### src/rtl/vga_pixel_fifo_if.sv
// Pixel FIFO bus: framebuffer-reader write side, VGA timing read side,
// plus the frame-alignment flush and the debug status outputs.
interface vga_pixel_fifo_if #(
    parameter int AW = 4
);
    logic          flush;
    logic [2:0]    wr_data;
    logic          wr_valid;
    logic          wr_ready;
    logic          rd_en;
    logic [2:0]    rd_data;
    logic [AW:0]   level;
    logic [7:0]    underflow_cnt;

    // Side that drives pixels in and pulls pixels out
    modport master (
        output flush, wr_data, wr_valid, rd_en,
        input  wr_ready, rd_data, level, underflow_cnt
    );

    // The FIFO itself
    modport slave (
        input  flush, wr_data, wr_valid, rd_en,
        output wr_ready, rd_data, level, underflow_cnt
    );
endinterface

### src/rtl/vga_pixel_fifo.sv
// vga_pixel_fifo: single-clock 3-bit RGB pixel FIFO feeding the VGA output.
// One registered pop per active-video clock, one write per clock. Reads of an
// empty FIFO produce a fill pixel and bump a saturating debug counter. A flush
// pulse at VSYNC realigns the FIFO to the frame without clearing the counter.
// Build option: define VGA_PIXFIFO_HOLD_EN to repeat the last pixel on
// underflow instead of forcing black.
module vga_pixel_fifo #(
    parameter int DEPTH = 16,
    parameter int AW    = 4
) (
    input  logic             clk,
    input  logic             rst,
    vga_pixel_fifo_if.slave  bus
);
    localparam logic [AW:0]   FULL_LEVEL = DEPTH[AW:0];
    localparam logic [AW:0]   ZERO_LEVEL = {(AW + 1){1'b0}};
    localparam logic [AW:0]   ONE_LEVEL  = {{AW{1'b0}}, 1'b1};
    localparam logic [AW-1:0] ZERO_PTR   = {AW{1'b0}};
    localparam logic [AW-1:0] ONE_PTR    = {{(AW - 1){1'b0}}, 1'b1};
    localparam logic [7:0]    UCNT_MAX   = 8'hFF;

    logic [2:0]    mem_r [DEPTH];
    logic [AW-1:0] wr_ptr_r;
    logic [AW-1:0] rd_ptr_r;
    logic [AW:0]   level_r;
    logic [2:0]    rd_data_r;
    logic [7:0]    ucnt_r;

    logic [AW-1:0] wr_ptr_nxt_s;
    logic [AW-1:0] rd_ptr_nxt_s;
    logic [AW:0]   level_nxt_s;
    logic [2:0]    rd_data_nxt_s;
    logic [7:0]    ucnt_nxt_s;
    logic [2:0]    fill_pix_s;

    logic          wr_ready_s;
    logic          wr_acc_s;
    logic          rd_acc_s;
    logic          underflow_s;

    // Handshake decode from registered occupancy only (no bypass paths)
    always_comb begin
        wr_ready_s  = (level_r != FULL_LEVEL);
        wr_acc_s    = bus.wr_valid && wr_ready_s && !bus.flush;
        rd_acc_s    = bus.rd_en && (level_r != ZERO_LEVEL) && !bus.flush;
        underflow_s = bus.rd_en && (level_r == ZERO_LEVEL) && !bus.flush;
    end

`ifdef VGA_PIXFIFO_HOLD_EN
    // Underflow repeats the last pixel shown to mask short gaps
    always_comb begin
        fill_pix_s = rd_data_r;
    end
`else
    // Underflow shows black
    always_comb begin
        fill_pix_s = 3'b000;
    end
`endif

    // Next-state for pointers, occupancy, output pixel and underflow counter
    always_comb begin
        wr_ptr_nxt_s  = wr_ptr_r;
        rd_ptr_nxt_s  = rd_ptr_r;
        level_nxt_s   = level_r;
        rd_data_nxt_s = rd_data_r;
        ucnt_nxt_s    = ucnt_r;

        if (bus.flush) begin
            // Flush wins over everything; the debug counter survives it
            wr_ptr_nxt_s  = ZERO_PTR;
            rd_ptr_nxt_s  = ZERO_PTR;
            level_nxt_s   = ZERO_LEVEL;
            rd_data_nxt_s = 3'b000;
        end else begin
            if (wr_acc_s) begin
                wr_ptr_nxt_s = wr_ptr_r + ONE_PTR;
            end else begin
                wr_ptr_nxt_s = wr_ptr_r;
            end

            if (rd_acc_s) begin
                rd_data_nxt_s = mem_r[rd_ptr_r];
                rd_ptr_nxt_s  = rd_ptr_r + ONE_PTR;
            end else if (underflow_s) begin
                rd_data_nxt_s = fill_pix_s;
            end else begin
                rd_data_nxt_s = rd_data_r;
            end

            case ({wr_acc_s, rd_acc_s})
                2'b10:   level_nxt_s = level_r + ONE_LEVEL;
                2'b01:   level_nxt_s = level_r - ONE_LEVEL;
                default: level_nxt_s = level_r;
            endcase

            if (underflow_s && (ucnt_r != UCNT_MAX)) begin
                ucnt_nxt_s = ucnt_r + 8'd1;
            end else begin
                ucnt_nxt_s = ucnt_r;
            end
        end
    end

    // Pixel storage; contents are meaningless after reset so no reset term
    always_ff @(posedge clk) begin
        if (wr_acc_s) begin
            mem_r[wr_ptr_r] <= bus.wr_data;
        end
    end

    // Control state and registered outputs
    always_ff @(posedge clk or negedge rst) begin
        if (!rst) begin
            wr_ptr_r  <= ZERO_PTR;
            rd_ptr_r  <= ZERO_PTR;
            level_r   <= ZERO_LEVEL;
            rd_data_r <= 3'b000;
            ucnt_r    <= 8'd0;
        end else begin
            wr_ptr_r  <= wr_ptr_nxt_s;
            rd_ptr_r  <= rd_ptr_nxt_s;
            level_r   <= level_nxt_s;
            rd_data_r <= rd_data_nxt_s;
            ucnt_r    <= ucnt_nxt_s;
        end
    end

    assign bus.wr_ready      = wr_ready_s;
    assign bus.rd_data       = rd_data_r;
    assign bus.level         = level_r;
    assign bus.underflow_cnt = ucnt_r;
endmodule

### src/flat_wrapper.sv
// flat-port wrapper written by rule: the top's interface ports become plain ports
module vga_pixel_fifo_flat 
#(
    parameter int DEPTH = 16,
    parameter int AW    = 4
)
  (clk, rst, bus_flush, bus_wr_data, bus_wr_valid, bus_rd_en, bus_wr_ready, bus_rd_data, bus_level, bus_underflow_cnt);
  vga_pixel_fifo_if #(.AW(AW)) bus_i ();
  input  logic clk;
  input  logic rst;
  input wire logic [$bits(bus_i.flush)-1:0] bus_flush;
  input wire logic [$bits(bus_i.wr_data)-1:0] bus_wr_data;
  input wire logic [$bits(bus_i.wr_valid)-1:0] bus_wr_valid;
  input wire logic [$bits(bus_i.rd_en)-1:0] bus_rd_en;
  output wire logic [$bits(bus_i.wr_ready)-1:0] bus_wr_ready;
  output wire logic [$bits(bus_i.rd_data)-1:0] bus_rd_data;
  output wire logic [$bits(bus_i.level)-1:0] bus_level;
  output wire logic [$bits(bus_i.underflow_cnt)-1:0] bus_underflow_cnt;
  assign bus_i.flush = bus_flush;
  assign bus_i.wr_data = bus_wr_data;
  assign bus_i.wr_valid = bus_wr_valid;
  assign bus_i.rd_en = bus_rd_en;
  assign bus_wr_ready = bus_i.wr_ready;
  assign bus_rd_data = bus_i.rd_data;
  assign bus_level = bus_i.level;
  assign bus_underflow_cnt = bus_i.underflow_cnt;
  vga_pixel_fifo #(.DEPTH(DEPTH), .AW(AW)) u_core (.clk(clk), .rst(rst), .bus(bus_i));
endmodule
### config.mk
export PLATFORM = sky130hd
export DESIGN_NAME = vga_pixel_fifo_flat
export DESIGN_NICKNAME = d
export VERILOG_FILES = /design/src/rtl/vga_pixel_fifo_if.sv /design/src/rtl/vga_pixel_fifo.sv /design/src/flat_wrapper.sv
export SDC_FILE = /design/constraint.sdc
export NUM_CORES = 1
export LEC_CHECK = 0
export BUFFER_PORTS_ARGS = -buffer_cell sky130_fd_sc_hd__buf_4
export CAP_MARGIN = 20
export CORE_UTILIZATION = 30
export DETAILED_ROUTE_END_ITERATION = 8
export HOLD_SLACK_MARGIN = 0.05
export PLACE_DENSITY_LB_ADDON = 0.3
export SLEW_MARGIN = 10
export SYNTH_ARGS = -nofsm -noshare
export SYNTH_HDL_FRONTEND = slang
export SYNTH_SLANG_ARGS = --single-unit
### constraint.sdc
create_clock -name clk -period 2.3 [get_ports clk]
set_input_delay 0.115 -clock clk [delete_from_list [all_inputs] [get_ports clk]]
set_output_delay 0.115 -clock clk [all_outputs]
set_load 0.05 [all_outputs]
Word-level counts from Yosys, hierarchy flattened
Memories as Yosys holds them, arrays and structs flattened.
Index checks and enable logic that the tools add are counted.
{"block": "totals", "reg_bits": 24, "romBits": 0, "latch_bits": 0, "mem_bits_rw": 48, "n_memories": 1, "out_inout_bits": 17, "in_bits": 8, "elab_cells": 42}
{"block": "classes", "div": 0, "n_lt_le_gt_ge": 0, "multipliers": 0, "add_sub_neg": 5, "n_reduce_logical": 15, "n_eq_ne": 4, "n_mux": 11, "n_shift": 0, "n_bitwise": 1}
{"memory": "u_core.mem_r", "words": 16, "width": 3, "read_ports": 1, "rd_ports_with_merged_regs": 0, "wr": 1, "line": "vga_pixel_fifo.sv:22", "rtl": "logic [2:0] mem_r [DEPTH];"}
{"cell": "$mux 4", "n": 4}
{"cell": "$pmux 5 s2", "n": 1}
{"cell": "$mux 3", "n": 3}
{"cell": "$add 4x1->4 const B", "n": 2}
{"cell": "$add 8x1->8 const B", "n": 1}
{"cell": "$ne 8x8->1 const B", "n": 1}
{"cell": "$logic_and 1x1->1", "n": 7}
{"cell": "$reduce_bool 3->1", "n": 2}
{"cell": "$add 5x1->5 const B", "n": 1}
{"cell": "$logic_not 5->1", "n": 1}
{"cell": "$mux 5", "n": 1}
{"cell": "$ne 5x5->1 const B", "n": 1}
{"cell": "$reduce_bool 5->1", "n": 1}
{"cell": "$sub 5x1->5 const B", "n": 1}
{"cell": "$reduce_bool 2->1", "n": 2}
{"cell": "$eq 2x1->1 const B", "n": 1}
{"cell": "$eq 2x2->1 const B", "n": 1}
{"cell": "$mux 1", "n": 2}
{"cell": "$reduce_and 2->1", "n": 1}
{"cell": "$logic_not 1->1", "n": 1}
{"cell": "$not 1->1", "n": 1}

Depth between registers and ports, before layout
Gate-level depths: netlist (run 1).
{"block": "logic_depth", "depth_word": 6, "depth_mapped": 10, "mapped_depth_nobuf": 9}

Worst setup path after synthesis (run 1)
OpenSTA, ideal clock, no wires.
{"block": "synth_path", "kind": "reg2reg", "startpoint": "register u_core.level_r[1] (netlist: u_core.bus.level[1])", "endpoint": "register u_core.level_r[4] (netlist: u_core.bus.level[4])", "synth_period_minus_slack_ns": 2.872, "path_buffers": 1, "path_stages_with_launch": 11, "required_time_ns": 2.222, "arrival_ns": 2.794, "setup_slack_ns": -0.572, "setup_time_ns": 0.078, "path_cell_list": "dfrtp_1 -> buf_6 -> nor4_4 -> mux2i_2 -> xor2_1 -> ha_1 -> or3_1 -> a21oi_1 -> mux2i_1 -> or3_1 -> a21oi_1"}
{"block": "synth_between", "elab_chain_cells": 6, "word_cells_on_any_way": 13, "cone_classes": "add/sub: 2; eq/ne: 3; mux: 2; reduce/logical: 6"}
{"element": "start: declaration", "line": "vga_pixel_fifo.sv:25", "rtl": "logic [AW:0] level_r;"}
{"element": "start signal: assignment", "line": "vga_pixel_fifo.sv:123", "rtl": "level_r <= level_nxt_s;"}
{"element": "$ne 5x5->1 / $reduce_bool 5->1 (equally long branches)", "line": "vga_pixel_fifo.sv:43, vga_pixel_fifo.sv:45"}
{"element": "$logic_and 1x1->1, on equally long branches (2 in series)", "line": "vga_pixel_fifo.sv:44, vga_pixel_fifo.sv:45"}
{"element": "$eq 2x1->1 / $eq 2x2->1 (equally long branches)", "line": "vga_pixel_fifo.sv:91", "rtl": "case ({wr_acc_s, rd_acc_s})"}
{"element": "$pmux 5 s2", "line": "vga_pixel_fifo.sv:91"}
{"element": "$mux 5", "line": "vga_pixel_fifo.sv:69", "rtl": "if (bus.flush) begin"}
Several ways; a longest one is shown, not always the timed one.
A chain may end at the register's enable or synchronous reset.

Worst setup path in the final report (run 1)
{"block": "layout_path", "startpoint": "register u_core.level_r[2] (netlist: u_core.bus.level[2])", "endpoint": "register u_core.level_r[4] (netlist: u_core.bus.level[4])"}
The elaborated chain is that of the path after synthesis.

==> metrics.txt, run 1 <==
Yosys top cell by area edfxtp_1; failing checks negative setup slack; Area Growth Syn to Fin 19.2%; Worst EP arrival 2.62 ns; Worst-Margin Slew 0.513 ns; synth cell count leaders 48 x edfxtp_1, 24 x dfrtp_1, 16 x nor2_1, 12 x and2_1, 12 x mux4_2; Seq/Total Area, Yosys 62.3%; Clock Latency Late Sink 0.34 ns; vias 1935; post-synth top area share 44.0%; fraction of layout cells with a size suffix above 1 28.5%; CTS tree yes; min-delay src bus_wr_data[0]; Total GRT Usage 12.2%; yosys warns 0; nets@finish 282; Tmin final 2.34 ns; R2R Path End u_core.bus.level[4]$_DFFE_PN0P_; Post-synth ARST share 33.3%; drt via density 4.77; final instance area 0.00391 sq mm; Clock H-tree levels 3; Die Span Y 107 microns; fin crit share 102%; Mapped Cells 225; worst-path maximum fanout 2; initial antenna violation count 0; core area 0.0105 sq mm; number of I/O pins 25; post-synthesis sequential element count 72; port buffer count 24; drt wl/cell 15.5 microns; Setup crit end kind flip-flop; row cnt 37; Max Clock Freq 427 MHz; Reg clk slew, reported paths 0.08 ns; Clock Root Buffer clkbuf_8; fill count 1029; most numerous cell in the Yosys netlist edfxtp_1; Worst Skew 0.00858 ns; power per standard cell area 1010 mW/mm^2; Main synth FF type edfxtp_1; max-cap viol count 0; Detailed Routing Iterations Pass 1 4; CP Cell Sequence nor4_4 > mux2i_2 > xor2_1 > ha_2 > or3_1 > a21oi_1 > mux2i_1 > or3_1 > a21oi_2; initial DRC count 91; # setup viols final 1; Routed WL 6300 microns; WHS Endpoint u_core.mem_r[14][0]$_DFFE_PP_; Leakage 1.48 nW; Pins Over Slew Limit 0; first-pass GRT wire length 10300 microns; clock sink count 72; largest net degree at the start of global routing 25; Worst setup SP type flip-flop; RSZ-0062 raised after global routing yes; DP Area 0.00370 sq mm; hpwl dp 4390 microns; cells on worst reg2reg path 9; Die Wd 107 microns; FF-to-FF setup slack -0.04 ns; die area 0.0114 sq mm; Worst Setup Slack, final -0.0407 ns; peak supply drop 402 uV; Critical Path Slowest Stage Cell dfrtp_2; ranking of synthesized cells by area edfxtp_1 44%, dfrtp_1 18%, mux4_2 8.2%, ha_1 3.1%, and2_1 2.3%; vias in the first global route 1983; gr ovfl total 0; number of library cell types mapped by synthesis 43; Synth Net Count 241; worst flop-to-flop path startpoint u_core.bus.level[2]$_DFFE_PN0P_; Final Hold Viols 0; Crit Path Class reg2reg; DRC viols 0; antenna-violating nets left 0; Num CTS Buffers 9; HP Class in2reg; crit-path most repeated cell or3_1; number of synthesized flops with an enable pin 48; Avg Inst Size Synth 14.6 sq um; Worst EP required 2.58 ns; Initial Util 31.3%; n_diodes 0; mapped cell area 0.00328 sq mm; Crit path largest cell delay 0.43 ns; setup TNS -0.0407 ns; Slew headroom 65.5%; Clock Path Buffers 2; Worst Hold Path Cells 1; status complete, but fails checks; Placer Congestion 0.757
[worst max path at each step]
stage	from	to	slack, ns	depth (start not counted)
2_1_floorplan	u_core.bus.level[2]$_DFFE_PN0P_	u_core.bus.level[4]$_DFFE_PN0P_	-0.31	9
3_3_place_gp	u_core.bus.level[2]$_DFFE_PN0P_	u_core.bus.level[4]$_DFFE_PN0P_	0.003	9
3_5_place_dp	u_core.bus.level[2]$_DFFE_PN0P_	u_core.bus.level[4]$_DFFE_PN0P_	-0.06	9
4_1_cts	u_core.bus.level[1]$_DFFE_PN0P_	u_core.bus.level[4]$_DFFE_PN0P_	-0.06	9
5_1_grt	u_core.bus.level[2]$_DFFE_PN0P_	u_core.bus.level[4]$_DFFE_PN0P_	-0.23	9
6_report	u_core.bus.level[2]$_DFFE_PN0P_	u_core.bus.level[4]$_DFFE_PN0P_	-0.04	9
[sequential cells by signal, summed over array words and instances (netlist names)]
register                  flops
u_core.mem_r                 48
u_core.bus.underflow_cnt      8
u_core.bus.level              5
u_core.rd_ptr_r               4
u_core.wr_ptr_r               4
u_core.bus.rd_data            3
[layer usage]
| layer | GRT usage [%] | up-vias | part of all wire, % |
|---|---|---|---|
| li1 | - | 931 | - |
| met1 | 15.9 | 965 | 46 |
| met2 | 19.1 | 29 | 49 |
| met3 | 2.88 | 10 | 2.7 |
| met4 | 6.07 | 0 | 2.0 |
| met5 | 0 | - | 0 |
[placed cells by master (no fill, tap or decap), types with 2 or more instances in the layout]
cell and n:
and4_1 2, xnor2_1 7, o21ai_0 2, dfrtp_1 20, and2_1 12, a21oi_1 8
ha_1 7, dfrtp_2 4, nand3_1 7, edfxtp_1 48, buf_4 37, clkinv_2 3
inv_1 3, or3_1 3, nand4_1 3, and3_1 7, clkbuf_8 9, nor2_1 16
mux2i_1 6, nor2b_1 4, a22o_1 3, a211oi_1 3, nand2_1 10, mux4_2 12
xor2_1 8
[critical path: cells and delay by family, from the launching register on]
kind	cells	cell delay, ns
AOI/OAI and AO/OA	2	0.23
xor gates and xnor gates	1	0.10
adders and majority gates	1	0.18
DFF	1	0.43
muxes	2	0.38
and+or+nand+nor	3	0.96
[layout make-up]
| class | instances | area (sq um) | area share, % |
|---|---|---|---|
| timing repair buffer | 39 | 308 | 7.87 |
| sequential | 72 | 2050 | 52.4 |
| clock inverter | 6 | 61.3 | 1.57 |
| multi-input combinational | 141 | 1190 | 30.4 |
| inverter | 3 | 11.3 | 0.288 |
| clock buffer | 9 | 124 | 3.17 |
| tap | 136 | 170 | 4.35 |
[metrics by stage]
step / std cells / power (mW) / util [%] / hold slack [ns] / worst slack (ns)
finish: 406 / 3.96 / 37.4 / 0.0864 / -0.0407
global route: 406 / 4.18 / 37.4 / 0.0966 / -0.232
CTS: 406 / 4.02 / 37.3 / 0.0747 / -0.0632
detailed placement: 389 / 3.05 / 35.4 / 0.0409 / -0.0562
global placement: 389 / 3.04 / 35.4 / 0.0363 / 0.00337
floorplan: 225 / 2.59 / - / -0.181 / -0.312
[where the power goes]
group	switching [mW]	leakage (nW)	internal (mW)
Sequential	0.114	0.749	1.49
Combinational	0.806	0.639	0.608
Clock	0.454	0.0948	0.490
Total	1.37	1.48	2.59
[logic make-up (layout without fill, tap and decap cells)]
logic type / count (synthesis) / count (layout) / share of synthesized area (%)
multiplexers: 20 / 20 / 10.8
AO/OA/AOI/OAI: 25 / 25 / 5.38
flip-flops: 72 / 72 / 62.3
buffers and inverters: 12 / 57 / 1.72
adder cells (fa/ha/maj): 8 / 8 / 3.05
XOR/XNOR: 15 / 15 / 4.01
AND/OR/NAND/NOR: 73 / 73 / 12.7
[timing repair]
action                     4_1_cts  5_1_grt
pin swaps                        1        1
gates cloned                     0        0
hold buffers                     1        0
setup endpoints to repair        1        1
hold endpoints to repair        24        0
setup buffers                    1        0
resized for setup                0        1
No activity file was read; power rests on OpenSTA's default activity.
==> run 2: changes to the inputs <==
--- a/config.mk
+++ b/config.mk
@@ -9,8 +9,10 @@
 export CAP_MARGIN = 20
 export CORE_UTILIZATION = 30
 export DETAILED_ROUTE_END_ITERATION = 8
+export GPL_TIMING_DRIVEN = 1
 export HOLD_SLACK_MARGIN = 0.05
 export PLACE_DENSITY_LB_ADDON = 0.3
+export SETUP_SLACK_MARGIN = 0.15
 export SLEW_MARGIN = 10
 export SYNTH_ARGS = -nofsm -noshare
 export SYNTH_HDL_FRONTEND = slang
==> metrics.txt, run 2 (same netlist as run 1, synthesis figures left out) <==
status complete, but fails checks; failing checks negative setup slack; Clock Latency Late Sink 0.35 ns; Post-Place Worst Slack -0.0579 ns; row cnt 37; max reg flops 48; nets@finish 282; Total GRT Usage 12.3%; DRC viols 0; fraction of layout cells with a size suffix above 1 29.5%; Leakage 1.49 nW; Worst Skew 0.00987 ns; vias in the first global route 2069; Final Hold Viols 0; peak supply drop 426 uV; instance count on the critical path 9; drt via density 4.80; Worst EP required 2.59 ns; R2R Path End u_core.bus.level[4]$_DFFE_PN0P_; HP Class in2reg; Clock H-tree levels 3; CP Cell Sequence nor4_4 > mux2i_2 > xor2_1 > ha_2 > or3_4 > a21oi_2 > mux2i_1 > or3_1 > a21oi_2; crit-path most repeated cell a21oi_2; Crit Path Class reg2reg; Area Growth Syn to Fin 20.6%; initial antenna violation count 0; clock sink count 72; RSZ-0062 raised after global routing yes; hpwl dp 4460 microns; Crit path largest cell delay 0.43 ns; Worst Setup EP u_core.bus.level[4]$_DFFE_PN0P_; fill count 1022; worst flop-to-flop path startpoint u_core.bus.level[1]$_DFFE_PN0P_; port buffer count 24; first-pass GRT wire length 10500 microns; post-route insts no fill 407; final core occ 37.8%; Detailed Routing Iterations Pass 1 4; Num CTS Buffers 9; CTS tree yes; Worst setup SP type flip-flop; Slew headroom 65.0%; FF-to-FF setup slack -0.09 ns; WP buf/inv 0; vias 1952; Max Clock Freq 419 MHz; worst hold slack 0.0728 ns; initial DRC count 102; Die Wd 107 microns; most common cell after layout, fill and taps aside edfxtp_1; n_diodes 0; gr ovfl total 0; number of I/O pins 25; Crit. Startpoint u_core.bus.level[1]$_DFFE_PN0P_; max-cap viol count 0; drt wl/cell 15.7 microns; critical path's top delay family simple AND/OR/NAND/NOR gates; Reg clk slew, reported paths 0.08 ns; Worst EP arrival 2.67 ns; Worst Setup Slack, final -0.0859 ns; Critical Path Slowest Stage Cell dfrtp_2; register area 0.00205 sq mm; Clock Path Buffers 2; cells on worst reg2reg path 9; # setup viols final 1; fin crit share 104%; Routed WL 6400 microns; largest net degree at the start of global routing 25; core area 0.0105 sq mm; antenna-violating nets left 0; Tmin final 2.39 ns; Cell Count Post-Placement 389; Setup crit end kind flip-flop; die area 0.0114 sq mm; most frequent cells in the layout 48 x edfxtp_1, 37 x buf_4, 20 x dfrtp_1; Die Span Y 107 microns; area occupied by multi-input gates 0.00120 sq mm; Worst-Margin Slew 0.520 ns; power per standard cell area 1060 mW/mm^2; Pins Over Slew Limit 0; Clock Root Buffer clkbuf_8; worst-path maximum fanout 2; Initial Util 31.3%; Largest Register u_core.mem_r; Placer Congestion 0.789; Worst Hold Path Cells 1
-- run 2: cell types whose count changed in the layout (fill, tap and decap cells not counted), sizes merged --
cell	change
clkinv	-2
inv	+2
bufinv	+1
-- run 2: cell type report --
cell class | instances | area share [%]
clock buffer | 9 | 3.13
inverter | 3 | 0.285
tap | 136 | 4.30
sequential | 72 | 51.8
clock inverter | 7 | 2.37
multi-input combinational | 141 | 30.4
timing repair buffer | 39 | 7.78
-- run 2: worst min-delay path by stage --
stage	startpoint	end	slack (ns)
after floorplan	rst	u_core.bus.level[0]$_DFFE_PN0P_	-0.18
after global placement	rst	u_core.bus.level[4]$_DFFE_PN0P_	0.04
after detailed placement	rst	u_core.bus.level[4]$_DFFE_PN0P_	0.04
after CTS	bus_wr_data[0]	u_core.mem_r[14][0]$_DFFE_PP_	0.07
after global routing	bus_wr_data[0]	u_core.mem_r[15][0]$_DFFE_PP_	0.09
final	bus_wr_data[0]	u_core.mem_r[14][0]$_DFFE_PP_	0.07
-- run 2: where the power goes --
| part | leakage (nW) | switching, mW | internal (mW) |
|---|---|---|---|
| Sequential | 0.749 | 0.115 | 1.49 |
| Combinational | 0.637 | 0.820 | 0.646 |
| Clock | 0.108 | 0.497 | 0.613 |
| Total | 1.49 | 1.43 | 2.75 |
-- run 2: repair_timing --
action | CTS | global route
gates resized for setup | 0 | 5
pin swaps | 0 | 1
hold endpoints to repair | 24 | 0
hold buffers | 1 | 0
buffers inserted | 0 | 1
endpoints found under the setup margin | 1 | 6
-- run 2: layer usage --
layer | vias up | GRT usage [%] | share of wire, %
li1 | 937 | - | -
met1 | 977 | 15.8 | 46
met2 | 28 | 19.5 | 49
met3 | 10 | 2.76 | 2.9
met4 | 0 | 6.16 | 1.9
met5 | - | 0 | 0
-- run 2: metrics by stage --
step	cell area, sq um	TNS [ns]	power [mW]
finish	3960	-0.0859	4.18
global route	3960	-0.208	4.40
detailed placement	3700	-0.0579	3.05
CTS	3930	-0.0793	4.16
floorplan	3290	-0.312	2.59
global placement	3700	0	3.04
-- run 2: worst reg2reg max path: stages (launching register included) --
cell and delay (ns):
dfrtp_2 0.43, nor4_4 0.36, mux2i_2 0.29, xor2_1 0.10
ha_2 0.18, or3_4 0.32, a21oi_2 0.12, mux2i_1 0.09
or3_1 0.32, a21oi_2 0.11
